[src/rtl/ysyx_22040365_ifu_pkg.sv]
// Shared types and constants for the ysyx_22040365 instruction fetch unit.
// Holds the FSM encoding and the FIFO entry layout.
package ysyx_22040365_ifu_pkg;

    localparam int XLEN   = 64;
    localparam int INST_W = 32;

    localparam logic [XLEN-1:0] RESET_PC_DEF = 64'h0000_0000_8000_0000;

    typedef enum logic [1:0] {
        S_IDLE  = 2'd0,
        S_REQ   = 2'd1,
        S_WAIT  = 2'd2,
        S_DRAIN = 2'd3
    } ifu_state_t;

    typedef struct packed {
        logic [INST_W-1:0] inst;
        logic [XLEN-1:0]   pc;
    } ifu_entry_t;

    function automatic logic [XLEN-1:0] align_pc(input logic [XLEN-1:0] pc);
        return {pc[XLEN-1:2], 2'b00};
    endfunction

endpackage

[src/rtl/ysyx_22040365_ifu_fifo.sv]
// Small synchronous FIFO of fetched {inst, pc} entries.
// The head entry comes straight from registers; flush empties it in one cycle.
module ysyx_22040365_ifu_fifo
    import ysyx_22040365_ifu_pkg::*;
#(
    parameter int DEPTH = 2
) (
    input  logic                       clk,
    input  logic                       rst,
    input  logic                       push,
    input  ifu_entry_t                 din,
    input  logic                       pop,
    input  logic                       flush,
    output ifu_entry_t                 dout,
    output logic [$clog2(DEPTH):0]     count,
    output logic                       full,
    output logic                       empty
);

    localparam int AW = $clog2(DEPTH);

    ifu_entry_t     mem [DEPTH];
    logic [AW-1:0]  wr_ptr;
    logic [AW-1:0]  rd_ptr;
    logic           do_push;
    logic           do_pop;

    assign empty   = (count == '0);
    assign full    = (count == (AW+1)'(DEPTH));
    assign do_pop  = pop && !empty;
    assign do_push = push && (!full || do_pop);
    assign dout    = mem[rd_ptr];

    always_ff @(posedge clk or posedge rst) begin
        if (rst) begin
            wr_ptr <= '0;
            rd_ptr <= '0;
            count  <= '0;
            for (int i = 0; i < DEPTH; i++) begin
                mem[i] <= '0;
            end
        end else if (flush) begin
            wr_ptr <= '0;
            rd_ptr <= '0;
            count  <= '0;
        end else begin
            if (do_push) begin
                mem[wr_ptr] <= din;
                wr_ptr      <= wr_ptr + 1'b1;
            end
            if (do_pop) begin
                rd_ptr <= rd_ptr + 1'b1;
            end
            unique case ({do_push, do_pop})
                2'b10:   count <= count + 1'b1;
                2'b01:   count <= count - 1'b1;
                default: count <= count;
            endcase
        end
    end

endmodule

[src/rtl/ysyx_22040365_ifu.sv]
// Instruction fetch unit: one-outstanding word reads into a small FIFO,
// with redirect flushing and draining of stale responses.
module ysyx_22040365_ifu
    import ysyx_22040365_ifu_pkg::*;
#(
    parameter logic [63:0] RESET_PC  = RESET_PC_DEF,
    parameter int          BUF_DEPTH = 2
) (
    input  logic        clk,
    input  logic        rst,
    output logic        req_valid,
    input  logic        req_ready,
    output logic [63:0] req_addr,
    input  logic        rsp_valid,
    input  logic [31:0] rsp_data,
    output logic        inst_valid,
    input  logic        inst_ready,
    output logic [31:0] inst,
    output logic [63:0] inst_pc,
    input  logic        redirect_valid,
    input  logic [63:0] redirect_pc,
    input  logic        halt
);

    localparam int CW = $clog2(BUF_DEPTH) + 1;

    ifu_state_t     state;
    ifu_state_t     state_n;
    logic [63:0]    fetch_pc;
    logic [63:0]    fetch_pc_n;
    logic [63:0]    req_pc;
    logic [63:0]    req_pc_n;

    logic           hs;
    logic           pop;
    logic           push;
    logic           room;
    logic           room_push;
    logic [CW-1:0]  count;
    logic [CW-1:0]  cnt_left;
    logic           full;
    logic           empty;
    ifu_entry_t     head;
    ifu_entry_t     entry;

    assign req_valid  = (state == S_REQ);
    assign req_addr   = fetch_pc;
    assign hs         = req_valid && req_ready;
    assign inst_valid = !empty;
    assign pop        = inst_valid && inst_ready;
    assign inst       = head.inst;
    assign inst_pc    = head.pc;

    // Occupancy once this cycle's pop has happened; a redirect empties the FIFO.
    assign cnt_left  = count - CW'(pop);
    assign room      = redirect_valid || !full || pop;
    assign room_push = (cnt_left + 1'b1) < CW'(BUF_DEPTH);

    assign entry.inst = rsp_data;
    assign entry.pc   = req_pc;

    always_comb begin
        state_n    = state;
        fetch_pc_n = fetch_pc;
        req_pc_n   = req_pc;
        push       = 1'b0;
        unique case (state)
            S_IDLE: begin
                if (!redirect_valid && !halt && room) begin
                    state_n = S_REQ;
                end
            end
            S_REQ: begin
                if (hs) begin
                    req_pc_n   = fetch_pc;
                    fetch_pc_n = fetch_pc + 64'd4;
                    state_n    = redirect_valid ? S_DRAIN : S_WAIT;
                end
            end
            S_WAIT: begin
                if (rsp_valid) begin
                    push    = !redirect_valid;
                    state_n = (!halt && (redirect_valid || room_push))
                              ? S_REQ : S_IDLE;
                end else if (redirect_valid) begin
                    state_n = S_DRAIN;
                end
            end
            S_DRAIN: begin
                if (rsp_valid) begin
                    state_n = (!halt && room) ? S_REQ : S_IDLE;
                end
            end
            default: state_n = S_IDLE;
        endcase
        if (redirect_valid) begin
            fetch_pc_n = align_pc(redirect_pc);
        end
    end

    always_ff @(posedge clk or posedge rst) begin
        if (rst) begin
            state    <= S_IDLE;
            fetch_pc <= RESET_PC;
            req_pc   <= RESET_PC;
        end else begin
            state    <= state_n;
            fetch_pc <= fetch_pc_n;
            req_pc   <= req_pc_n;
        end
    end

    ysyx_22040365_ifu_fifo #(
        .DEPTH (BUF_DEPTH)
    ) u_fifo (
        .clk   (clk),
        .rst   (rst),
        .push  (push),
        .din   (entry),
        .pop   (pop),
        .flush (redirect_valid),
        .dout  (head),
        .count (count),
        .full  (full),
        .empty (empty)
    );

endmodule

[config.mk]
export PLATFORM = sky130hd
export DESIGN_NAME = ysyx_22040365_ifu
export DESIGN_NICKNAME = d
export VERILOG_FILES = /design/src/rtl/ysyx_22040365_ifu_pkg.sv /design/src/rtl/ysyx_22040365_ifu_fifo.sv /design/src/rtl/ysyx_22040365_ifu.sv
export SDC_FILE = /design/constraint.sdc
export NUM_CORES = 1
export LEC_CHECK = 0
export CAP_MARGIN = 20
export CORE_MARGIN = 2
export CORE_UTILIZATION = 30
export DETAILED_ROUTE_END_ITERATION = 8
export GPL_TIMING_DRIVEN = 0
export PLACE_DENSITY = 0.59
export SYNTH_ARGS = -nofsm -noshare
export SYNTH_HDL_FRONTEND = slang
export SYNTH_SLANG_ARGS = --single-unit
[constraint.sdc]
create_clock -name clk -period 15.76 [get_ports clk]
set_clock_uncertainty 0.2 [all_clocks]
set_input_delay 3.152 -clock clk [delete_from_list [all_inputs] [get_ports clk]]
set_output_delay 3.152 -clock clk [all_outputs]
set_load 0.01 [all_outputs]
==> results of run 1 <==
path summary, 6_finish.rpt:
path | endpoint | slack (ps)
worst min-delay path | req_pc[31] | 280
max in group asynchronous | u_fifo.mem[91] | 11420
worst max register to register | u_fifo.mem[100] | 12690
worst min register to register | req_pc[31] | 280
min in group asynchronous | u_fifo.mem[162] | 2910
worst max-delay path | inst_pc[46] | 8940
area by class of cell:
class | instances | area, µm²
fillers | 4706 | 29200
flip-flops and latches | 318 | 7960
multi-input cells | 860 | 6360
repair buffers | 260 | 2640
clock buffers | 58 | 1150
well taps | 622 | 778
plain buffers | 78 | 354
clock inverters | 10 | 125
inverters | 15 | 63.8
diodes | 1 | 2.50
critical path: stages, from the launching register on:
cell,delay [ps]
dfrtp_1,320
clkbuf_1,270
buf_1,800
clkbuf_1,610
mux2_2,440
clkdlybuf4s50_1,480
power breakdown:
part | internal [µW] | switching, µW
registers | 1030 | 144
logic | 463 | 359
clock network | 551 | 348
total | 2040 | 852
per-layer routing:
layer  up-vias  share of wire (%)  global-route usage [%]  routed length (µm)
li1       5051                  -                       -                   -
met1      5507                 45                    23.8               20500
met2       296                 47                    29.7               21500
met3        74                6.4                    4.39                2940
met4         8                2.1                    5.00                 961
met5         -               0.12                       0                  53
sequential cells by signal, indices dropped and copies added (netlist names):
register,count
u_fifo.count,2
req_addr,62
u_fifo.mem,188
u_fifo.wr_ptr,1
u_fifo.rd_ptr,1
state,2
req_pc,62
kinds of logic (layout without fill, tap and decap cells):
| family | Yosys count | after routing |
|---|---|---|
| multiplexers | 287 | 287 |
| adder cells (fa/ha/maj) | 1 | 1 |
| other | 1 | 5 |
| flip-flops | 318 | 318 |
| buffers and inverters | 93 | 421 |
| AO/OA/AOI/OAI | 101 | 101 |
| AND/OR/NAND/NOR | 428 | 428 |
| XOR/XNOR | 39 | 39 |
layout by cell type (no fill, tap or decap), types with 13 or more instances in the layout:
| master | synthesis | final |
|---|---|---|
| a31oi_1 | 13 | 13 |
| buf_2 | 22 | 22 |
| clkbuf_1 | 41 | 52 |
| clkbuf_16 | 0 | 41 |
| clkdlybuf4s50_1 | 0 | 258 |
| dfrtp_1 | 316 | 316 |
| inv_1 | 15 | 14 |
| mux2_2 | 271 | 271 |
| nand2_1 | 242 | 242 |
| nand3_1 | 30 | 30 |
| nand4_1 | 33 | 33 |
| nor2_1 | 29 | 29 |
| o21ai_0 | 49 | 49 |
| or4_1 | 13 | 13 |
| xor2_1 | 28 | 28 |
through the flow:
| stage | area [µm²] | instances | setup TNS (ps) |
|---|---|---|---|
| after floorplan | 14700 | 1271 | 0 |
| after global placement | 18100 | 2151 | -120630 |
| after detailed placement | 18200 | 2153 | 0 |
| after CTS | 19400 | 2221 | 0 |
| after global routing | 19400 | 2221 | 0 |
| final | 19400 | 2222 | 0 |
==> impl_metrics.json, run 1 <==
{
  "status": "finished clean",
  "yosysWarnings": 0,
  "cts_buffer_depth": 3,
  "worstMarginPinSlew_ps": 1020,
  "setup_ws_ps": 8940,
  "via_per_inst": 4.92,
  "hold_viol": 0,
  "synthXorXnorAreaFrac_pct": 2.32,
  "start_kind": "register",
  "synthAdderAreaFrac_pct": 0.0850,
  "synthMuxAreaShare_pct": 21.9,
  "grt_antenna_before_repair": 5,
  "drc_errors": 0,
  "p_leak_uw": 0.00867,
  "slew-limit-headroom_pct": 32.0,
  "core-area_um2": 48600,
  "htree_levels": 2,
  "drt-total-wl_mm": 45.9,
  "p_total_uw": 2900,
  "grt_max_degree": 118,
  "utilization_pct": 40.0,
  "ant_nets": 0,
  "arrival_ps": 3470,
  "yosysTopAreaCell": "dfrtp_1",
  "syn_inst": 1268,
  "grt_pass1_wl_mm": 69.6,
  "min_from": "req_pc[31]",
  "cts_root_buffer": "clkbuf_16",
  "worstSetupPathType": "register to output pin",
  "gp_congestion": 0.803,
  "critPathRequiredTime_ps": 12410,
  "grt_remaining_overflow": 0,
  "synthTopCellsByCount": "dfrtp_1, mux2_2, nand2_1, o21ai_0, clkbuf_1",
  "synth_top_family_by_area": "multiplexers",
  "drive_gt1_share_pct": 24.1,
  "cts_setup_buffers": 0,
  "max-cap-violations": 0,
  "startpoint": "u_fifo.rd_ptr",
  "die_w_um": 226,
  "end_kind": "output pin",
  "drtIter0Drc": 571,
  "dieArea_um2": 50900,
  "clkLatencyLatePin_ps": 550,
  "cts_tree": "built",
  "setup_viol": 0,
  "synth_compound_gate_area_share_pct": 4.13,
  "synth_top_area_share_pct": 53.7,
  "row_count": 81,
  "port_buffers": 258,
  "synth_seq_area_share_pct": 54.1,
  "rr_startpoint": "state[0]",
  "synth-seq-cells": 318,
  "ys.flop_type": "dfrtp_1",
  "cts_buffers": 39,
  "syn_avg_cell_area_um2": 11.6,
  "pin_count": 265,
  "hold_depth": 2,
  "synth-edff-count": 0,
  "die_y_um": 226,
  "slew_viol_final": 0,
  "r2r_cells": 9,
  "rsz0062_at_grt": "no",
  "nets": 1676,
  "syn_to_final_growth_pct": 32.0,
  "clock-sinks": 318,
  "pwr_density_cell_nw_per_um2": 149,
  "path_clk_slew_ps": 50,
  "syn_area_um2": 14700,
  "cts_resized": 0,
  "synth_area_leaders": "dfrtp_1, mux2_2, nand2_1, o21ai_0, xor2_1",
  "period_share_pct": 43.3,
  "first_global_vias": 11400,
  "path_max_fanout": 10,
  "ir_drop_mv": 0.0722,
  "ys_types": 56,
  "pre_cts_slack_ps": 9360,
  "first_pass_iters": 5,
  "hold_slack_ps": 283,
  "hp-class": "register to register",
  "cts.hold.buffers_added": 0,
  "wl_per_cell_um": 20.7,
  "post-dp-hpwl_mm": 32.8,
  "vias": 10900,
  "yosysMostFrequentCell": "dfrtp_1",
  "initial_utilization_pct": 30.3,
  "fmax_mhz": 147,
  "synth-simple-area-share_pct": 14.7,
  "async_flop_share_pct": 100,
  "min_period_ps": 6820,
  "grt_usage_pct": 18.1
}
(Power assumes the default switching activity.)
==> run 2: changes to the inputs <==
==> constraint.sdc (replaced) <==
create_clock -name clk -period 6.31 [get_ports clk]
set_clock_uncertainty 0.2 [all_clocks]
set_input_delay 1.262 -clock clk [delete_from_list [all_inputs] [get_ports clk]]
set_output_delay 1.262 -clock clk [all_outputs]
set_load 0.01 [all_outputs]
==> run 2 against run 1 <==
  * Via count down 0.21%
  * Wire length about the same
  * Sequential power rose to 2.5 times the previous value
  * Sequential share of layout area down 0.23 points
  * Register-to-register slack worse by 9400 ps
  * Die area unchanged
  * First-iteration DRC count down 3.3%
  * Setup slack worse by 7700 ps
  * Critical path depth unchanged
  * Combinational power rose to 2.5 times the previous value
  * Global-route usage down 0.12 points
  * Highest routed layer unchanged
  * Power up 150%
==> impl_metrics.json, run 2 (synthesized netlist as in run 1, its figures left out) <==
{
  "max-cap-violations": 0,
  "pwr_density_cell_nw_per_um2": 370,
  "die_w_um": 226,
  "largest_reg_flops": 188,
  "clock-sinks": 318,
  "p_int_uw": 5110,
  "power_frac_comb_pct": 28.5,
  "port_buffers": 258,
  "start_kind": "register",
  "grt_pass1_wl_mm": 69.3,
  "p_sw_uw": 2120,
  "setup_tns_ps": 0,
  "gp_congestion": 0.807,
  "grt_usage_pct": 18.0,
  "end_kind": "output pin",
  "wl_met1_mm": 20.2,
  "cts_buffer_depth": 3,
  "registers.top_by_ff_count": "u_fifo.mem",
  "p_leak_uw": 0.00871,
  "ir_drop_mv": 0.219,
  "first_global_vias": 11400,
  "hp-class": "register to register",
  "vias": 10900,
  "fmax_mhz": 198,
  "swShare_pct": 29.3,
  "setup_viol": 0,
  "nets": 1682,
  "die_y_um": 226,
  "drt-total-wl_mm": 45.9,
  "grt_remaining_overflow": 0,
  "p_total_uw": 7230,
  "cts_tree": "built",
  "routed.top_layer": "met5",
  "ant_nets": 0,
  "critPathRequiredTime_ps": 4850,
  "min_period_ps": 5040,
  "r2r_cells": 9,
  "path_clk_slew_ps": 60,
  "rr_startpoint": "state[0]",
  "wl_met2_mm": 22.0,
  "min_from": "req_pc[31]",
  "wl_per_cell_um": 20.6,
  "core-area_um2": 48600,
  "slew_viol_final": 0,
  "worstSetupPathType": "register to output pin",
  "stdcell_area_um2": 19500,
  "via_per_inst": 4.89,
  "p_clk_share_pct": 31.0,
  "grt_antenna_before_repair": 6,
  "cts_setup_buffers": 0,
  "final_common_cell": "dfrtp_1",
  "worstMarginPinSlew_ps": 1090,
  "power_frac_seq_pct": 40.6,
  "placed_area_um2": 18300,
  "status": "finished clean",
  "hold_depth": 2,
  "cts.hold.buffers_added": 0,
  "hold_viol": 0,
  "startpoint": "u_fifo.rd_ptr",
  "period_share_pct": 79.9,
  "dieArea_um2": 50900,
  "row_count": 81,
  "wl_met3_mm": 2.98,
  "syn_to_final_growth_pct": 32.7,
  "path_max_fanout": 10,
  "slew-limit-headroom_pct": 27.3,
  "cts_resized": 0,
  "clkLatencyLatePin_ps": 540,
  "final_cell_mix": "dfrtp_1, mux2_2, clkdlybuf4s50_1, nand2_1, clkbuf_1",
  "arrival_ps": 3580,
  "cts_buffers": 39,
  "pin_count": 265,
  "cts_root_buffer": "clkbuf_16",
  "drive_gt1_share_pct": 24.4,
  "first_pass_iters": 5,
  "drtIter0Drc": 552,
  "grt_max_degree": 44,
  "htree_levels": 2,
  "post-dp-hpwl_mm": 33.4,
  "drc_errors": 0,
  "initial_utilization_pct": 30.3,
  "rsz0062_at_grt": "no"
}
run 2: changes by cell type in the layout (fill, tap and decap cells not counted), sizes merged:
cell,delta
diode,+4
inv,-1
clkinvlp,+1
clkinv,-1
buf,+6
run 2: path summary, 6_finish.rpt:
path | to | slack (ps)
setup reg to reg | u_fifo.mem[100] | 3340
min in group asynchronous | req_pc[12] | 890
max in group asynchronous | req_addr[31] | 3870
setup / recovery | inst_pc[35] | 1270
hold / removal | req_pc[31] | 270
hold reg to reg | req_pc[31] | 270
run 2: routing by layer:
layer | GRT usage, % | vias up
li1 | - | 5077
met1 | 23.3 | 5496
met2 | 30.2 | 279
met4 | 4.17 | 4
met5 | 0 | -
met3 | 4.33 | 57
run 2: through the flow:
stage	utilization (%)	cells	setup WS [ps]	hold WS, ps
final	40.2	2231	1270	269
after global routing	40.2	2226	1060	295
after CTS	40.2	2226	1110	269
after detailed placement	37.5	2159	1720	259
after global placement	37.2	2151	-1700	256
after floorplan	-	1271	611	243
run 2: power by group through the flow:
stage,clock network [µW],logic (µW),registers (µW)
floorplan,0,1100,2860
global placement,0,2050,2930
detailed placement,0,2090,2970
CTS,2300,2100,2940
global route,2390,2250,3010
finish,2240,2060,2940
run 2: layout make-up:
| class | count | area [µm²] |
|---|---|---|
| Timing Repair Buffer | 266 | 2740 |
| Clock inverter | 9 | 124 |
| Sequential cell | 318 | 7960 |
| Multi-Input combinational cell | 860 | 6360 |
| Inverter | 15 | 60.1 |
| Tap cell | 622 | 778 |
| Antenna cell | 5 | 12.5 |
| Fill cell | 4683 | 29100 |
| Buffer | 78 | 354 |
| Clock buffer | 58 | 1150 |
run 2: worst max-delay path: stages (launching register included):
cell,delay [ps]
dfrtp_1,320
clkbuf_1,250
buf_1,850
clkbuf_1,680
mux2_2,440
clkdlybuf4s50_1,490
